`src/rtl/fmq_cmd_pkg.sv`:
```
// fmq_cmd_pkg
//   Shared types and helpers for the levitator 3-byte UART command master.
//   - fmq_op_e     : high-level command opcodes (6 and 7 are illegal)
//   - fmq_status_e : completion status codes
//   - fmq_state_e  : command master FSM states
//   - fixed first-byte constants for the parameterless commands
//   - fmq_pack_frame(): encodes op/addr/data into {byte0, byte1, byte2}
package fmq_cmd_pkg;

  typedef enum logic [2:0] {
    OP_SET_OFFSET    = 3'd0,
    OP_SET_DIVISOR   = 3'd1,
    OP_QUERY_OUTPUTS = 3'd2,
    OP_SET_DAC       = 3'd3,
    OP_RELOAD        = 3'd4,
    OP_QUERY_VERSION = 3'd5
  } fmq_op_e;

  typedef enum logic [1:0] {
    STS_OK             = 2'd0,
    STS_ECHO_MISMATCH  = 2'd1,
    STS_TIMEOUT        = 2'd2,
    STS_ILLEGAL_OP     = 2'd3
  } fmq_status_e;

  typedef enum logic [2:0] {
    S_IDLE       = 3'd0,
    S_SEND       = 3'd1,
    S_WAIT_ECHO  = 3'd2,
    S_WAIT_REPLY = 3'd3,
    S_RESP       = 3'd4
  } fmq_state_e;

  localparam logic [7:0] FMQ_B0_QUERY_OUTPUTS = 8'hC0;
  localparam logic [7:0] FMQ_B0_SET_DAC       = 8'hE0;
  localparam logic [7:0] FMQ_B0_QUERY_VERSION = 8'hE8;
  localparam logic [7:0] FMQ_B0_RELOAD        = 8'hF0;

  function automatic logic fmq_op_legal(input logic [2:0] op);
    return (op <= 3'd5);
  endfunction

  function automatic logic fmq_op_is_query(input logic [2:0] op);
    return (op == OP_QUERY_OUTPUTS) || (op == OP_QUERY_VERSION);
  endfunction

  // Byte0 always carries bit 7 set, byte1/byte2 carry bit 7 clear.
  // Illegal ops encode as all-zero; they are never transmitted.
  function automatic logic [23:0] fmq_pack_frame(input logic [2:0]  op,
                                                 input logic [6:0]  addr,
                                                 input logic [18:0] data);
    logic [23:0] f;
    f = 24'h000000;
    case (op)
      OP_SET_OFFSET:    f = {1'b1, 2'b00, addr[6:2],
                             1'b0, addr[1:0], data[11:7],
                             1'b0, data[6:0]};
      OP_SET_DIVISOR:   f = {1'b1, 2'b01, data[18:14],
                             1'b0, data[13:7],
                             1'b0, data[6:0]};
      OP_QUERY_OUTPUTS: f = {FMQ_B0_QUERY_OUTPUTS, 8'h00, 8'h00};
      OP_SET_DAC:       f = {FMQ_B0_SET_DAC,
                             1'b0, 5'b00000, data[8:7],
                             1'b0, data[6:0]};
      OP_RELOAD:        f = {FMQ_B0_RELOAD, 8'h00, 8'h00};
      OP_QUERY_VERSION: f = {FMQ_B0_QUERY_VERSION, 8'h00, 8'h00};
      default:          f = 24'h000000;
    endcase
    return f;
  endfunction

endpackage

```
`src/rtl/fmq_cmd_master_if.sv`:
```
// fmq_cmd_master_if
//   Bundles the command, UART tx/rx AXI-stream and response handshakes of
//   the command master.
//   - master : view of the command master itself
//   - slave  : view of the environment (sequencer + UART)
interface fmq_cmd_master_if;
  // command request
  logic        cmd_valid;
  logic        cmd_ready;
  logic [2:0]  cmd_op;
  logic [6:0]  cmd_addr;
  logic [18:0] cmd_data;
  // bytes to the UART transmitter
  logic [7:0]  tx_data;
  logic        tx_valid;
  logic        tx_ready;
  // bytes from the UART receiver
  logic [7:0]  rx_data;
  logic        rx_valid;
  logic        rx_ready;
  // completion
  logic        resp_valid;
  logic        resp_ready;
  logic [7:0]  resp_data;
  logic [1:0]  resp_status;

  modport master (
    input  cmd_valid, cmd_op, cmd_addr, cmd_data,
    input  tx_ready, rx_data, rx_valid, resp_ready,
    output cmd_ready, tx_data, tx_valid, rx_ready,
    output resp_valid, resp_data, resp_status
  );

  modport slave (
    output cmd_valid, cmd_op, cmd_addr, cmd_data,
    output tx_ready, rx_data, rx_valid, resp_ready,
    input  cmd_ready, tx_data, tx_valid, rx_ready,
    input  resp_valid, resp_data, resp_status
  );
endinterface

```
`src/rtl/fmq_cmd_master.sv`:
```
// fmq_cmd_master
//   Host-side initiator for the 3-byte levitator UART command protocol.
//   Takes one command at a time, sends its frame byte by byte, waits for
//   each byte to be echoed before sending the next, and for queries
//   collects one extra reply byte. Aborts on echo mismatch or on TIMEOUT
//   clk cycles without a received byte.
// Ports
//   clk : system clock
//   rst : asynchronous active-low reset
//   bus : fmq_cmd_master_if.master (cmd / tx / rx / resp handshakes)
// Parameters
//   TIMEOUT : idle cycles in a wait state before aborting
//   CNT_W   : timeout counter width, 2**CNT_W > TIMEOUT
module fmq_cmd_master
  import fmq_cmd_pkg::*;
#(
  parameter int TIMEOUT = 100000,
  parameter int CNT_W   = 17
) (
  input  logic                 clk,
  input  logic                 rst,
  fmq_cmd_master_if.master     bus
);

  fmq_state_e        r_state;
  logic [2:0]        r_op;
  logic [23:0]       r_frame;
  logic [1:0]        r_idx;
  logic [CNT_W-1:0]  r_cnt;
  logic [7:0]        r_tx_data;
  logic              r_tx_valid;
  logic              r_rx_ready;
  logic              r_resp_valid;
  logic [7:0]        r_resp_data;
  logic [1:0]        r_resp_status;

  logic [23:0]       w_pack;
  logic [7:0]        w_sent_byte;
  logic [7:0]        w_next_byte;
  logic              w_timeout;

  assign w_pack = fmq_pack_frame(bus.cmd_op, bus.cmd_addr, bus.cmd_data);

  always_comb begin
    w_sent_byte = r_frame[7:0];
    case (r_idx)
      2'd0:    w_sent_byte = r_frame[23:16];
      2'd1:    w_sent_byte = r_frame[15:8];
      default: w_sent_byte = r_frame[7:0];
    endcase
  end

  assign w_next_byte = (r_idx == 2'd0) ? r_frame[15:8] : r_frame[7:0];

  // The counter holds the number of completed idle cycles in the wait
  // state; the cycle in which it would reach TIMEOUT is the abort cycle.
  // Checked before rx_valid so a byte in that same cycle loses.
  assign w_timeout = (r_cnt == CNT_W'(TIMEOUT - 1));

  always_ff @(posedge clk or negedge rst) begin
    if (!rst) begin
      r_state       <= S_IDLE;
      r_op          <= 3'd0;
      r_frame       <= 24'h000000;
      r_idx         <= 2'd0;
      r_cnt         <= '0;
      r_tx_data     <= 8'h00;
      r_tx_valid    <= 1'b0;
      r_rx_ready    <= 1'b1;
      r_resp_valid  <= 1'b0;
      r_resp_data   <= 8'h00;
      r_resp_status <= 2'd0;
    end else begin
      case (r_state)
        S_IDLE: begin
          // rx_ready stays high here so stray bytes are drained and dropped
          r_rx_ready <= 1'b1;
          if (bus.cmd_valid) begin
            r_op    <= bus.cmd_op;
            r_frame <= w_pack;
            r_idx   <= 2'd0;
            if (fmq_op_legal(bus.cmd_op)) begin
              r_state    <= S_SEND;
              r_tx_valid <= 1'b1;
              r_tx_data  <= w_pack[23:16];
              r_rx_ready <= 1'b0;
            end else begin
              r_state       <= S_RESP;
              r_resp_valid  <= 1'b1;
              r_resp_data   <= 8'h00;
              r_resp_status <= STS_ILLEGAL_OP;
              r_rx_ready    <= 1'b0;
            end
          end
        end

        S_SEND: begin
          if (bus.tx_ready) begin
            r_tx_valid <= 1'b0;
            r_rx_ready <= 1'b1;
            r_cnt      <= '0;
            r_state    <= S_WAIT_ECHO;
          end
        end

        S_WAIT_ECHO: begin
          if (w_timeout) begin
            r_state       <= S_RESP;
            r_resp_valid  <= 1'b1;
            r_resp_data   <= 8'h00;
            r_resp_status <= STS_TIMEOUT;
            r_rx_ready    <= 1'b0;
          end else if (bus.rx_valid) begin
            r_cnt <= '0;
            if (bus.rx_data != w_sent_byte) begin
              r_state       <= S_RESP;
              r_resp_valid  <= 1'b1;
              r_resp_data   <= 8'h00;
              r_resp_status <= STS_ECHO_MISMATCH;
              r_rx_ready    <= 1'b0;
            end else if (r_idx != 2'd2) begin
              r_idx      <= r_idx + 2'd1;
              r_state    <= S_SEND;
              r_tx_valid <= 1'b1;
              r_tx_data  <= w_next_byte;
              r_rx_ready <= 1'b0;
            end else if (fmq_op_is_query(r_op)) begin
              // rx_ready stays high to take the reply byte
              r_state <= S_WAIT_REPLY;
            end else begin
              r_state       <= S_RESP;
              r_resp_valid  <= 1'b1;
              r_resp_data   <= 8'h00;
              r_resp_status <= STS_OK;
              r_rx_ready    <= 1'b0;
            end
          end else begin
            r_cnt <= r_cnt + CNT_W'(1);
          end
        end

        S_WAIT_REPLY: begin
          if (w_timeout) begin
            r_state       <= S_RESP;
            r_resp_valid  <= 1'b1;
            r_resp_data   <= 8'h00;
            r_resp_status <= STS_TIMEOUT;
            r_rx_ready    <= 1'b0;
          end else if (bus.rx_valid) begin
            r_cnt         <= '0;
            r_state       <= S_RESP;
            r_resp_valid  <= 1'b1;
            r_resp_data   <= bus.rx_data;
            r_resp_status <= STS_OK;
            r_rx_ready    <= 1'b0;
          end else begin
            r_cnt <= r_cnt + CNT_W'(1);
          end
        end

        S_RESP: begin
          if (bus.resp_ready) begin
            r_resp_valid  <= 1'b0;
            r_resp_data   <= 8'h00;
            r_resp_status <= 2'd0;
            r_rx_ready    <= 1'b1;
            r_idx         <= 2'd0;
            r_state       <= S_IDLE;
          end
        end

        default: begin
          r_state    <= S_IDLE;
          r_tx_valid <= 1'b0;
          r_rx_ready <= 1'b1;
        end
      endcase
    end
  end

  assign bus.cmd_ready   = (r_state == S_IDLE);
  assign bus.tx_data     = r_tx_data;
  assign bus.tx_valid    = r_tx_valid;
  assign bus.rx_ready    = r_rx_ready;
  assign bus.resp_valid  = r_resp_valid;
  assign bus.resp_data   = r_resp_data;
  assign bus.resp_status = r_resp_status;

endmodule

```
`src/flat_wrapper.sv`:
```
// flat-port wrapper written by rule: the top's interface ports become plain ports
module fmq_cmd_master_flat import fmq_cmd_pkg::*;
#(
  parameter int TIMEOUT = 100000,
  parameter int CNT_W   = 17
)
  (clk, rst, bus_cmd_valid, bus_cmd_op, bus_cmd_addr, bus_cmd_data, bus_tx_ready, bus_rx_data, bus_rx_valid, bus_resp_ready, bus_cmd_ready, bus_tx_data, bus_tx_valid, bus_rx_ready, bus_resp_valid, bus_resp_data, bus_resp_status);
  fmq_cmd_master_if bus_i ();
  input  logic clk;
  input  logic rst;
  input wire logic [$bits(bus_i.cmd_valid)-1:0] bus_cmd_valid;
  input wire logic [$bits(bus_i.cmd_op)-1:0] bus_cmd_op;
  input wire logic [$bits(bus_i.cmd_addr)-1:0] bus_cmd_addr;
  input wire logic [$bits(bus_i.cmd_data)-1:0] bus_cmd_data;
  input wire logic [$bits(bus_i.tx_ready)-1:0] bus_tx_ready;
  input wire logic [$bits(bus_i.rx_data)-1:0] bus_rx_data;
  input wire logic [$bits(bus_i.rx_valid)-1:0] bus_rx_valid;
  input wire logic [$bits(bus_i.resp_ready)-1:0] bus_resp_ready;
  output wire logic [$bits(bus_i.cmd_ready)-1:0] bus_cmd_ready;
  output wire logic [$bits(bus_i.tx_data)-1:0] bus_tx_data;
  output wire logic [$bits(bus_i.tx_valid)-1:0] bus_tx_valid;
  output wire logic [$bits(bus_i.rx_ready)-1:0] bus_rx_ready;
  output wire logic [$bits(bus_i.resp_valid)-1:0] bus_resp_valid;
  output wire logic [$bits(bus_i.resp_data)-1:0] bus_resp_data;
  output wire logic [$bits(bus_i.resp_status)-1:0] bus_resp_status;
  assign bus_i.cmd_valid = bus_cmd_valid;
  assign bus_i.cmd_op = bus_cmd_op;
  assign bus_i.cmd_addr = bus_cmd_addr;
  assign bus_i.cmd_data = bus_cmd_data;
  assign bus_i.tx_ready = bus_tx_ready;
  assign bus_i.rx_data = bus_rx_data;
  assign bus_i.rx_valid = bus_rx_valid;
  assign bus_i.resp_ready = bus_resp_ready;
  assign bus_cmd_ready = bus_i.cmd_ready;
  assign bus_tx_data = bus_i.tx_data;
  assign bus_tx_valid = bus_i.tx_valid;
  assign bus_rx_ready = bus_i.rx_ready;
  assign bus_resp_valid = bus_i.resp_valid;
  assign bus_resp_data = bus_i.resp_data;
  assign bus_resp_status = bus_i.resp_status;
  fmq_cmd_master #(.TIMEOUT(TIMEOUT), .CNT_W(CNT_W)) u_core (.clk(clk), .rst(rst), .bus(bus_i));
endmodule
```
`config.mk`:
```
export PLATFORM = sky130hd
export DESIGN_NAME = fmq_cmd_master_flat
export DESIGN_NICKNAME = d
export VERILOG_FILES = /design/src/rtl/fmq_cmd_pkg.sv /design/src/rtl/fmq_cmd_master_if.sv /design/src/rtl/fmq_cmd_master.sv /design/src/flat_wrapper.sv
export SDC_FILE = /design/constraint.sdc
export NUM_CORES = 1
export LEC_CHECK = 0
export BUFFER_PORTS_ARGS = -buffer_cell sky130_fd_sc_hd__buf_2
export CAP_MARGIN = 20
export CORE_ASPECT_RATIO = 2
export CORE_MARGIN = 10
export CORE_UTILIZATION = 51
export DETAILED_ROUTE_END_ITERATION = 10
export PLACE_DENSITY = 0.77
export SETUP_SLACK_MARGIN = 0.02
export SYNTH_ARGS = -nofsm -noshare
export SYNTH_HDL_FRONTEND = slang
export SYNTH_SLANG_ARGS = --single-unit
export TNS_END_PERCENT = 100
```
`constraint.sdc`:
```
create_clock -name clk -period 2.65 [get_ports clk]
set_clock_uncertainty 0.2 [all_clocks]
set_input_delay 0.1325 -clock clk [delete_from_list [all_inputs] [get_ports clk]]
set_output_delay 0.1325 -clock clk [all_outputs]
set_load 0.02 [all_outputs]
```
# == After elaboration in Yosys (flattened, before gate mapping) ==
# Cells that the tools add are included.
# word_totals
regBits,70
in_bits,43
out_inout_bits,22
word_cells,147
# op_classes
add_sub_neg,2
n_lt_le_gt_ge,1
n_eq_ne,30
muxes,84
bitwise,1
reduce_logical,18
# op_table
op,n
one-hot mux 24 bit (6 select lines),1
two-way mux 8 bit,17
two-way mux 17 bit,3
one-hot mux 17 bit (2 select lines),1
two-way mux 3 bit,11
one-hot mux 8 bit (2 select lines),2
one-hot mux 8 bit (4 select lines),1
two-way mux 2 bit,15
two-way mux 1 bit,27
inequality test 2 bit (second input constant),9
adder 17 x 1 -> 17 bit (second input constant),1
== test 17 bit (second input constant),1
AND reduction 8 bit,2
== test 3 x 2 -> 1 bit (second input constant),5
one-hot mux 3 bit (5 select lines),1
AND reduction 7 bit,2
== test 3 bit (second input constant),4
AND reduction 5 bit,2
inequality test 4 x 2 -> 1 bit (second input constant),2
inequality test 8 bit,1
one-hot mux 1 bit (4 select lines),2
one-hot mux 2 bit (4 select lines),1
== test 3 x 1 -> 1 bit (second input constant),2
logical NOT 3 bit,2
17 further kinds,21

# == Depth between registers and ports, before layout ==
# Gate-level depths: netlist (run 1).
# logic_depth
word_depth,8
ltp_mapped,11
depth_no_buf,9

# == Least setup slack after synthesis (run 1) ==
# OpenSTA, ideal clock, no wires.
# synth_path
path_kind,register to register
startpoint,reg u_core.r_idx[0]
endpoint,reg u_core.r_resp_status[0] (netlist: u_core.bus.resp_status[0])
setup_ns,0.119
arrival_ns,2.434
required_ns,2.331
path_slack_ns,-0.103
path_stages_with_launch,12
synth_period_minus_slack_ns,2.753
cell_sequence,dfrtp_1 inv_1 ha_1 buf_4 buf_4 a311oi_1 mux2i_1 nand4_1 nor3_4 a41oi_2 buf_6 o21a_1
# synth_via
elab_chain_len,7
elab_cells_between_ends,12
# synth_rtl
item,line_no,text
"start, declared",fmq_cmd_master.sv:28,logic [1:0] r_idx;
"start signal, assigned",fmq_cmd_master.sv:122,r_idx <= r_idx + 2'd1;
== test 2 x 1 -> 1 bit / logical NOT 2 bit (equally long branches),fmq_cmd_master.sv:46,case (r_idx)
one-hot mux 8 bit (2 select lines),fmq_cmd_master.sv:46,
inequality test 8 bit,fmq_cmd_master.sv:115,if (bus.rx_data != w_sent_byte) begin
two-way mux 2 bit,fmq_cmd_master.sv:115,
two-way mux 2 bit,fmq_cmd_master.sv:113,end else if (bus.rx_valid) begin
two-way mux 2 bit,fmq_cmd_master.sv:107,if (w_timeout) begin
one-hot mux 2 bit (4 select lines),fmq_cmd_master.sv:74,case (r_state)
"end signal, assigned",fmq_cmd_master.sv:72,r_resp_status <= 2'd0;
"end signal, assigned",fmq_cmd_master.sv:111,r_resp_status <= STS_TIMEOUT;
"end signal, assigned",fmq_cmd_master.sv:119,r_resp_status <= STS_ECHO_MISMATCH;
"end, declared",fmq_cmd_master.sv:35,logic [1:0] r_resp_status;
# Several ways; a longest one is shown, not always the timed one. The select of a mux whose other input is x is not followed.
# A chain may end at the register's enable or synchronous reset.

# == Worst setup path in the final report (run 1) ==
# layout_path
startpoint,reg u_core.r_idx[1]
endpoint,reg u_core.r_resp_data[2] (netlist: u_core.bus.resp_data[2])
# layout_via
elab_chain_len,7
elab_cells_between_ends,12
# layout_rtl
item,line_no,text
== test 2 x 1 -> 1 bit / logical NOT 2 bit (equally long branches),fmq_cmd_master.sv:46,
one-hot mux 8 bit (2 select lines),fmq_cmd_master.sv:46,
inequality test 8 bit,fmq_cmd_master.sv:115,
two-way mux 8 bit,fmq_cmd_master.sv:115,
two-way mux 8 bit,fmq_cmd_master.sv:113,
two-way mux 8 bit,fmq_cmd_master.sv:107,
one-hot mux 8 bit (4 select lines),fmq_cmd_master.sv:74,
"end signal, assigned",fmq_cmd_master.sv:153,r_resp_data <= bus.rx_data;
"end, declared",fmq_cmd_master.sv:34,logic [7:0] r_resp_data;
# Several ways; a longest one is shown, not always the timed one. The select of a mux whose other input is x is not followed.

==> results of run 1 <==
layout by cell type (no fill, tap or decap), types with 3 or more instances in the layout:
cell,synthesis,final
buf_2,2,64
a22o_1,11,11
and3_1,7,6
o32a_1,4,4
dfrtp_1,67,67
nand3_1,9,9
mux2_2,10,9
a21oi_1,25,22
o31ai_1,3,3
and2_1,3,3
nor3_1,5,5
dlygate4sd3_1,0,25
buf_6,2,13
clkbuf_16,0,9
nand3b_1,3,3
o21ai_0,46,44
nand4_1,16,16
and4_1,4,4
a31oi_1,13,12
buf_4,3,42
nand2_1,55,54
inv_1,27,25
nand2b_1,4,4
buf_12,0,3
nor2b_1,9,8
a311oi_2,0,7
mux2i_1,21,20
nor2_1,24,24
ha_1,6,3
how the worst max path moves through the flow:
stage                                                       end  slack [ns]  depth (start not counted)
after floorplan           u_core.bus.resp_status[0]$_DFFE_PN0P_       -0.01                         11
after global placement        u_core.bus.tx_data[3]$_DFFE_PN0P_       -0.15                         10
after detailed placement      u_core.bus.tx_data[4]$_DFFE_PN0P_       -0.22                         10
after CTS                 u_core.bus.resp_status[0]$_DFFE_PN0P_        -0.1                         11
after global routing        u_core.bus.resp_data[1]$_DFFE_PN0P_       -0.27                         11
final                       u_core.bus.resp_data[2]$_DFFE_PN0P_       -0.19                         12
metal layers:
layer	vias to the layer above	wire length (um)	GRT usage
li1	1843	-	-
met1	1941	4400	0.233
met2	171	7020	0.403
met3	56	708	0.0473
met4	0	833	0.152
met5	-	0	0
layout make-up:
type                    instances  area (um^2)
inverters                      27          101
fillers                       547         2080
multi-input cells             317         2180
flip-flops and latches         68         1700
clock inverters                 5         60.1
clock buffers                  11          253
well taps                      94          118
repair buffers                148         1110
metrics by stage:
stage | setup slack [ns] | instance area [um^2] | instances | power (uW)
3_3_place_gp | -0.147 | 4630 | 608 | 3230
5_1_grt | -0.265 | 5520 | 670 | 4970
6_report | -0.188 | 5520 | 670 | 4700
2_1_floorplan | -0.0132 | 4000 | 436 | 2700
3_5_place_dp | -0.224 | 4630 | 608 | 3270
4_1_cts | -0.0981 | 5450 | 665 | 4660
state kept, by name, summed over array words and instances, names as in the netlist:
signal,count
u_core.bus.resp_data,8
u_core.r_state,3
u_core.bus.resp_valid,1
u_core.r_frame,22
u_core.r_op,3
u_core.r_cnt,17
u_core.bus.tx_data,8
u_core.bus.rx_ready,1
u_core.r_idx,2
u_core.bus.tx_valid,1
u_core.bus.resp_status,2
kinds of logic after synthesis:
family | synth area share
XOR/XNOR | 0.00443
flip-flops | 0.431
adder cells (fa/ha/maj) | 0.0190
AO/OA/AOI/OAI | 0.194
AND/OR/NAND/NOR | 0.214
multiplexers | 0.0817
buffers and inverters | 0.0557
timing repair:
action / CTS / global route
pin swaps: 16 / 10
endpoints found under the hold margin: 92 / 0
setup endpoints to repair: 23 / 26
buffers inserted: 16 / 6
resized for setup: 32 / 10
hold buffers: 25 / 0
where the power goes:
| part | leakage, uW | switching [uW] | total (uW) | internal [uW] |
|---|---|---|---|---|
| logic | 0.00147 | 1050 | 1870 | 817 |
| clock network | 0.000152 | 471 | 1250 | 781 |
| registers | 0.000896 | 237 | 1580 | 1340 |
| total | 0.00252 | 1760 | 4700 | 2940 |
critical path, stage by stage (launching register included):
cell,delay (ns)
dfrtp_1,0.38
inv_2,0.12
ha_4,0.21
buf_4,0.12
nor2b_1,0.05
a311oi_2,0.28
mux2i_1,0.23
nand4_1,0.16
buf_6,0.17
nor3_4,0.24
a41oi_4,0.22
buf_6,0.20
mux2i_1,0.12
==> metrics.md, run 1 <==
| Metric | Value |
|---|---|
| Status | `finished with violations` |
| Failing checks | `negative setup slack` |
| Hold Path Class | `in2reg` |
| Antenna viol nets, final | `0` |
| Syn Inst Count | `436` |
| Crit path from | `u_core.r_idx[1]$_DFFE_PN0P_` |
| Latest clock arrival within the worst-skew pair | `0.34 ns` |
| CP arrival | `2.86 ns` |
| Fraction of layout cells with a size suffix above 1 | `0.325` |
| Via count | `4011` |
| Root buffer cell | `clkbuf_16` |
| Sequential area share after synthesis | `0.431` |
| Library cells used by synthesis | `52` |
| Final Critical Period | `2.84 ns` |
| Count of clock tree sinks | `68` |
| Peak VDD IR | `463 uV` |
| Crit path capture type | `flip-flop` |
| Max Cap Viol | `0` |
| Wirelength per Cell | `19.3 um` |
| R2r endpoint | `u_core.bus.resp_data[2]$_DFFE_PN0P_` |
| Final HPWL DP | `8.81 mm` |
| ANT cells | `0` |
| Avg Cell Area, Syn | `9.06 um^2` |
| Top-count cell post-synth | `dfrtp_1` |
| PortBufs | `64` |
| Number of synthesized flops with an enable pin | `0` |
| Synth top area cells | `dfrtp_1 42%, o21ai_0 5.8%, mux2i_1 5.3%` |
| Clk buf depth | `2` |
| Gr ovfl total | `0` |
| Pleak | `0.00252 uW` |
| Largest net degree at the start of global routing | `69` |
| Area of the die | `0.0119 mm^2` |
| Chip Width | `82.2 um` |
| Hold WS | `0.0219 ns` |
| FFs w/ async S/R, synth | `1.00` |
| Synth Warn # | `0` |
| CTS tree | `built` |
| Hold endpoint | `u_core.r_frame[13]$_DFFE_PN0P_` |
| CTS buffer count | `9` |
| # rows | `45` |
| Initial antenna violation count | `0` |
| CP Launch Type | `flip-flop` |
| I/O pins | `65` |
| Slew HR | `0.687` |
| Cell taking the most area after synthesis | `dfrtp_1` |
| Final WS setup | `-0.188 ns` |
| Fin. Hold Viols | `0` |
| F_max | `352 MHz` |
| Worst setup path class | `reg2reg` |
| First-pass GRT wire length | `21.0 mm` |
| R2r startpoint | `u_core.r_idx[1]$_DFFE_PN0P_` |
| Net Count, Synth | `485` |
| Yosys reg bits | `68` |
| Fin. max-slew vios | `0` |
| Clock transition at path regs | `0.06 ns` |
| Synth Cell Area | `0.00395 mm^2` |
| Hold Startpoint | `bus_cmd_addr[0]` |
| Worst Hold Depth | `3` |
| Core Box Area | `0.00760 mm^2` |
| Worst-path fanout max | `7` |
| R2R setup slack | `-0.19 ns` |
| R2R cell count | `12` |
| Fin crit share | `1.07` |
| H-tree Lvls | `3` |
| Final Setup Violations | `26` |
| Yosys top cell area share | `0.424` |
| Die Height | `144 um` |
| Final wirelength | `13.0 mm` |
| Fin util | `0.727` |
| DRC | `0` |
| Syn-to-layout area delta | `39.8%` |
| Drt pass-1 iters | `5` |
| TNS Setup | `-3.38 ns` |
| RSZ-0062 raised after global routing | `true` |
| DR iter-0 viols | `237` |
| Initial Util | `0.520` |
| Slew @ Worst Pin | `0.464 ns` |
| Pwr dens | `851 mW/mm^2` |
| WP data required | `2.67 ns` |
| Layout Nets | `620` |
| Commonest cells post-synth | `67 x dfrtp_1, 55 x nand2_1, 46 x o21ai_0, 27 x inv_1, 25 x a21oi_1` |
| Main synth FF type | `dfrtp_1` |
| Routability cong. | `0.920` |
| DR vias/cell | `5.99` |
| Vias in the first global route | `4151` |
| GRT Total Usage | `0.230` |
No activity file was read; power rests on OpenSTA's default activity.
==> inputs of run 2 (changes only) <==
CELL_PAD_IN_SITES_DETAIL_PLACEMENT = 1   (was not set)
CELL_PAD_IN_SITES_GLOBAL_PLACEMENT = 1   (was not set)
CORE_MARGIN = not set   (was 10)
CORE_UTILIZATION = 39   (was 51)
PLACE_DENSITY = 0.78   (was 0.77)
==> run 2 against run 1 <==
- the run still ends with negative setup slack left
- hold slack got worse by 0.011 ns
- final cell count increased by 5.2%
- global-route usage increased by 7.9 points
- critical path type unchanged
==> metrics.md, run 2 (synthesis results as in run 1) <==
| Metric | Value |
|---|---|
| Status | `finished with violations (unchanged)` |
| Failing checks | `negative setup slack (unchanged)` |
| Final std cells w/o fill | `705 (was 670)` |
| DR iter-0 viols | `260 (was 237)` |
| ANT cells | `0 (unchanged)` |
| Vias in the first global route | `4499 (was 4151)` |
| Largest stage delay on the critical path | `0.40 ns (was 0.38 ns)` |
| Sequential share of power | `0.336 (about the same)` |
| Worst setup path class | `reg2reg (unchanged)` |
| Total area of sequential cells | `0.00170 mm^2 (unchanged)` |
| Fin. Hold Viols | `0 (unchanged)` |
| Worst-path cell chain | `inv_2 > ha_4 > buf_6 > nor2b_1 > a311oi_4 > mux2i_1 > nand4_1 > buf_6 > nor3_4 > o21ba_2 > mux2i_1 (was inv_2 > ha_4 > buf_4 > nor2b_1 > a311oi_2 > mux2i_1 > nand4_1 > buf_6 > nor3_4 > a41oi_4 > buf_6 > mux2i_1)` |
| Largest net degree at the start of global routing | `69 (unchanged)` |
| Clk buf depth | `2 (unchanged)` |
| Slowest CP cell | `dfrtp_1 (unchanged)` |
| Drt pass-1 iters | `4 (was 5)` |
| Biggest registers after layout | `u_core.r_frame: 22 flops, u_core.r_cnt: 17 flops (unchanged)` |
| Via count | `4163 (was 4011)` |
| CP arrival | `3.20 ns (was 2.86 ns)` |
| Gr ovfl total | `0 (unchanged)` |
| Final Critical Period | `3.16 ns (was 2.84 ns)` |
| Die Height | `144 um (about the same)` |
| Initial antenna violation count | `0 (unchanged)` |
| First-pass GRT wire length | `23.9 mm (was 21.0 mm)` |
| Antenna viol nets, final | `0 (unchanged)` |
| Slew HR | `0.579 (was 0.687)` |
| Wirelength per Cell | `22.9 um (was 19.3 um)` |
| Fin crit share | `1.19 (was 1.07)` |
| RSZ-0062 raised after global routing | `true (unchanged)` |
| Worst-path fanout max | `8 (was 7)` |
| Gate power share | `0.398 (about the same)` |
| Chip Width | `73.2 um (was 82.2 um)` |
| Hold Startpoint | `bus_tx_ready (was bus_cmd_addr[0])` |
| Final HPWL DP | `9.85 mm (was 8.81 mm)` |
| Latest clock arrival within the worst-skew pair | `0.35 ns (was 0.34 ns)` |
| Initial Util | `0.405 (was 0.520)` |
| Fraction of layout cells with a size suffix above 1 | `0.309 (was 0.325)` |
| # rows | `51 (was 45)` |
| Fin util | `0.579 (was 0.727)` |
| Fin. max-slew vios | `0 (unchanged)` |
| F_max | `317 MHz (was 352 MHz)` |
| CTS buffer count | `9 (unchanged)` |
| R2r startpoint | `u_core.r_idx[0]$_DFFE_PN0P_ (was u_core.r_idx[1]$_DFFE_PN0P_)` |
| Crit path from | `u_core.r_idx[0]$_DFFE_PN0P_ (was u_core.r_idx[1]$_DFFE_PN0P_)` |
| Area of the die | `0.0106 mm^2 (was 0.0119 mm^2)` |
| Crit path capture type | `flip-flop (unchanged)` |
| Max FFs per register | `22 (unchanged)` |
| Worst slack, placed | `-0.268 ns (was -0.224 ns)` |
| Clk pwr share | `0.266 (about the same)` |
| Final WS setup | `-0.508 ns (was -0.188 ns)` |
| I/O pins | `65 (unchanged)` |
| Hold WS | `0.0110 ns (was 0.0219 ns)` |
| GRT Total Usage | `0.309 (was 0.230)` |
| Dpl cells | `642 (was 608)` |
| WP data required | `2.70 ns (was 2.67 ns)` |
| Fill cells | `1135 (was 547)` |
| Psw | `1970 uW (was 1760 uW)` |
| Count of clock tree sinks | `68 (unchanged)` |
| Layout Nets | `617 (was 620)` |
| Slew @ Worst Pin | `0.615 ns (was 0.464 ns)` |
| Final wirelength | `16.2 mm (was 13.0 mm)` |
| CP Launch Type | `flip-flop (unchanged)` |
| Core Box Area | `0.00976 mm^2 (was 0.00760 mm^2)` |
| CTS tree | `built (unchanged)` |
| Clock transition at path regs | `0.07 ns (was 0.06 ns)` |
| DRC | `0 (unchanged)` |
| Multi-input logic area | `0.00220 mm^2 (was 0.00218 mm^2)` |
| Syn-to-layout area delta | `43.1% (was 39.8%)` |
| Peak VDD IR | `467 uV (was 463 uV)` |
| Routability cong. | `0.931 (was 0.920)` |
| Max Cap Viol | `0 (unchanged)` |
| Pleak | `0.00253 uW (was 0.00252 uW)` |
| Cell Int Power | `3010 uW (was 2940 uW)` |
| Commonest non-fill, non-tap cell in the layout | `dfrtp_1 (unchanged)` |
| Commonest cells after routing, fill and taps aside | `67 x dfrtp_1, 64 x buf_2, 54 x nand2_1, 46 x o21ai_0, 31 x buf_4 (was 67 x dfrtp_1, 64 x buf_2, 54 x nand2_1, 44 x o21ai_0, 42 x buf_4)` |
| PortBufs | `64 (unchanged)` |
| Pwr dens | `882 mW/mm^2 (was 851 mW/mm^2)` |
| H-tree Lvls | `3 (unchanged)` |
| Sw Share | `0.396 (was 0.375)` |
| Biggest register | `u_core.r_frame (unchanged)` |
| DR vias/cell | `5.90 (was 5.99)` |
| Final Setup Violations | `26 (unchanged)` |
| Hold Path Class | `in2reg (unchanged)` |
| Root buffer cell | `clkbuf_16 (unchanged)` |
## run 2: worst max-delay path, delay by kind of cell, from the launching register on
kind | cells | cell delay, ns
mux | 2 | 0.65
flops | 1 | 0.40
simple gates | 3 | 0.56
buf+inv | 3 | 0.44
fa+ha+maj | 1 | 0.18
compound gates | 2 | 0.63
## run 2: worst paths after layout
path / to / slack [ns] / depth (start not counted)
setup / recovery: u_core.bus.tx_data[4]$_DFFE_PN0P_ / -0.51 / 11
min in group asynchronous: u_core.r_frame[0]$_DFFE_PN0P_ / 0.11 / 3
setup reg to reg: u_core.bus.tx_data[4]$_DFFE_PN0P_ / -0.51 / 11
hold / removal: u_core.r_state[0]$_DFFE_PN0P_ / 0.01 / 4
max in group asynchronous: u_core.bus.rx_ready$_DFFE_PN1P_ / 1.76 / 3
hold reg to reg: u_core.bus.rx_ready$_DFFE_PN1P_ / 0.26 / 2
## run 2: what timing repair did
item,CTS,global route
setup buffers,11,5
cloned,2,0
resized for setup,18,21
pin swaps,10,9
hold buffers,30,0
endpoints found under the setup margin,25,26
hold endpoints to repair,95,0
## run 2: routing by layer
layer | global-route usage | vias up | routed length, um
met3 | 0.0578 | 90 | 703
met1 | 0.294 | 2069 | 5400
met5 | 0 | - | 0
met2 | 0.564 | 164 | 8730
li1 | - | 1840 | -
met4 | 0.236 | 0 | 1330
## run 2: stage by stage
step	power [uW]	area, um^2	setup TNS [ns]
after floorplan	2700	4000	-0.0264
after global placement	3270	4650	-3.01
after detailed placement	3340	4650	-4.13
after CTS	4770	5510	-2.00
after global routing	5210	5650	-11.36
final	4990	5650	-9.41
## run 2: area by class of cell
| type | count | share of cell area |
|---|---|---|
| Clock buffer | 9 | 0.0398 |
| Multi-Input combinational cell | 317 | 0.390 |
| Inverter | 27 | 0.0179 |
| Tap cell | 132 | 0.0292 |
| Timing Repair Buffer | 145 | 0.204 |
| Clock inverter | 7 | 0.0177 |
| Sequential cell | 68 | 0.301 |
## run 2: power groups by stage
| stage | Clock [uW] | Combinational, uW | Sequential, uW |
|---|---|---|---|
| CTS | 1320 | 1830 | 1620 |
| global placement | 0 | 1650 | 1620 |
| global route | 1380 | 2120 | 1700 |
| detailed placement | 0 | 1710 | 1630 |
| floorplan | 0 | 1050 | 1650 |
| finish | 1330 | 1980 | 1680 |
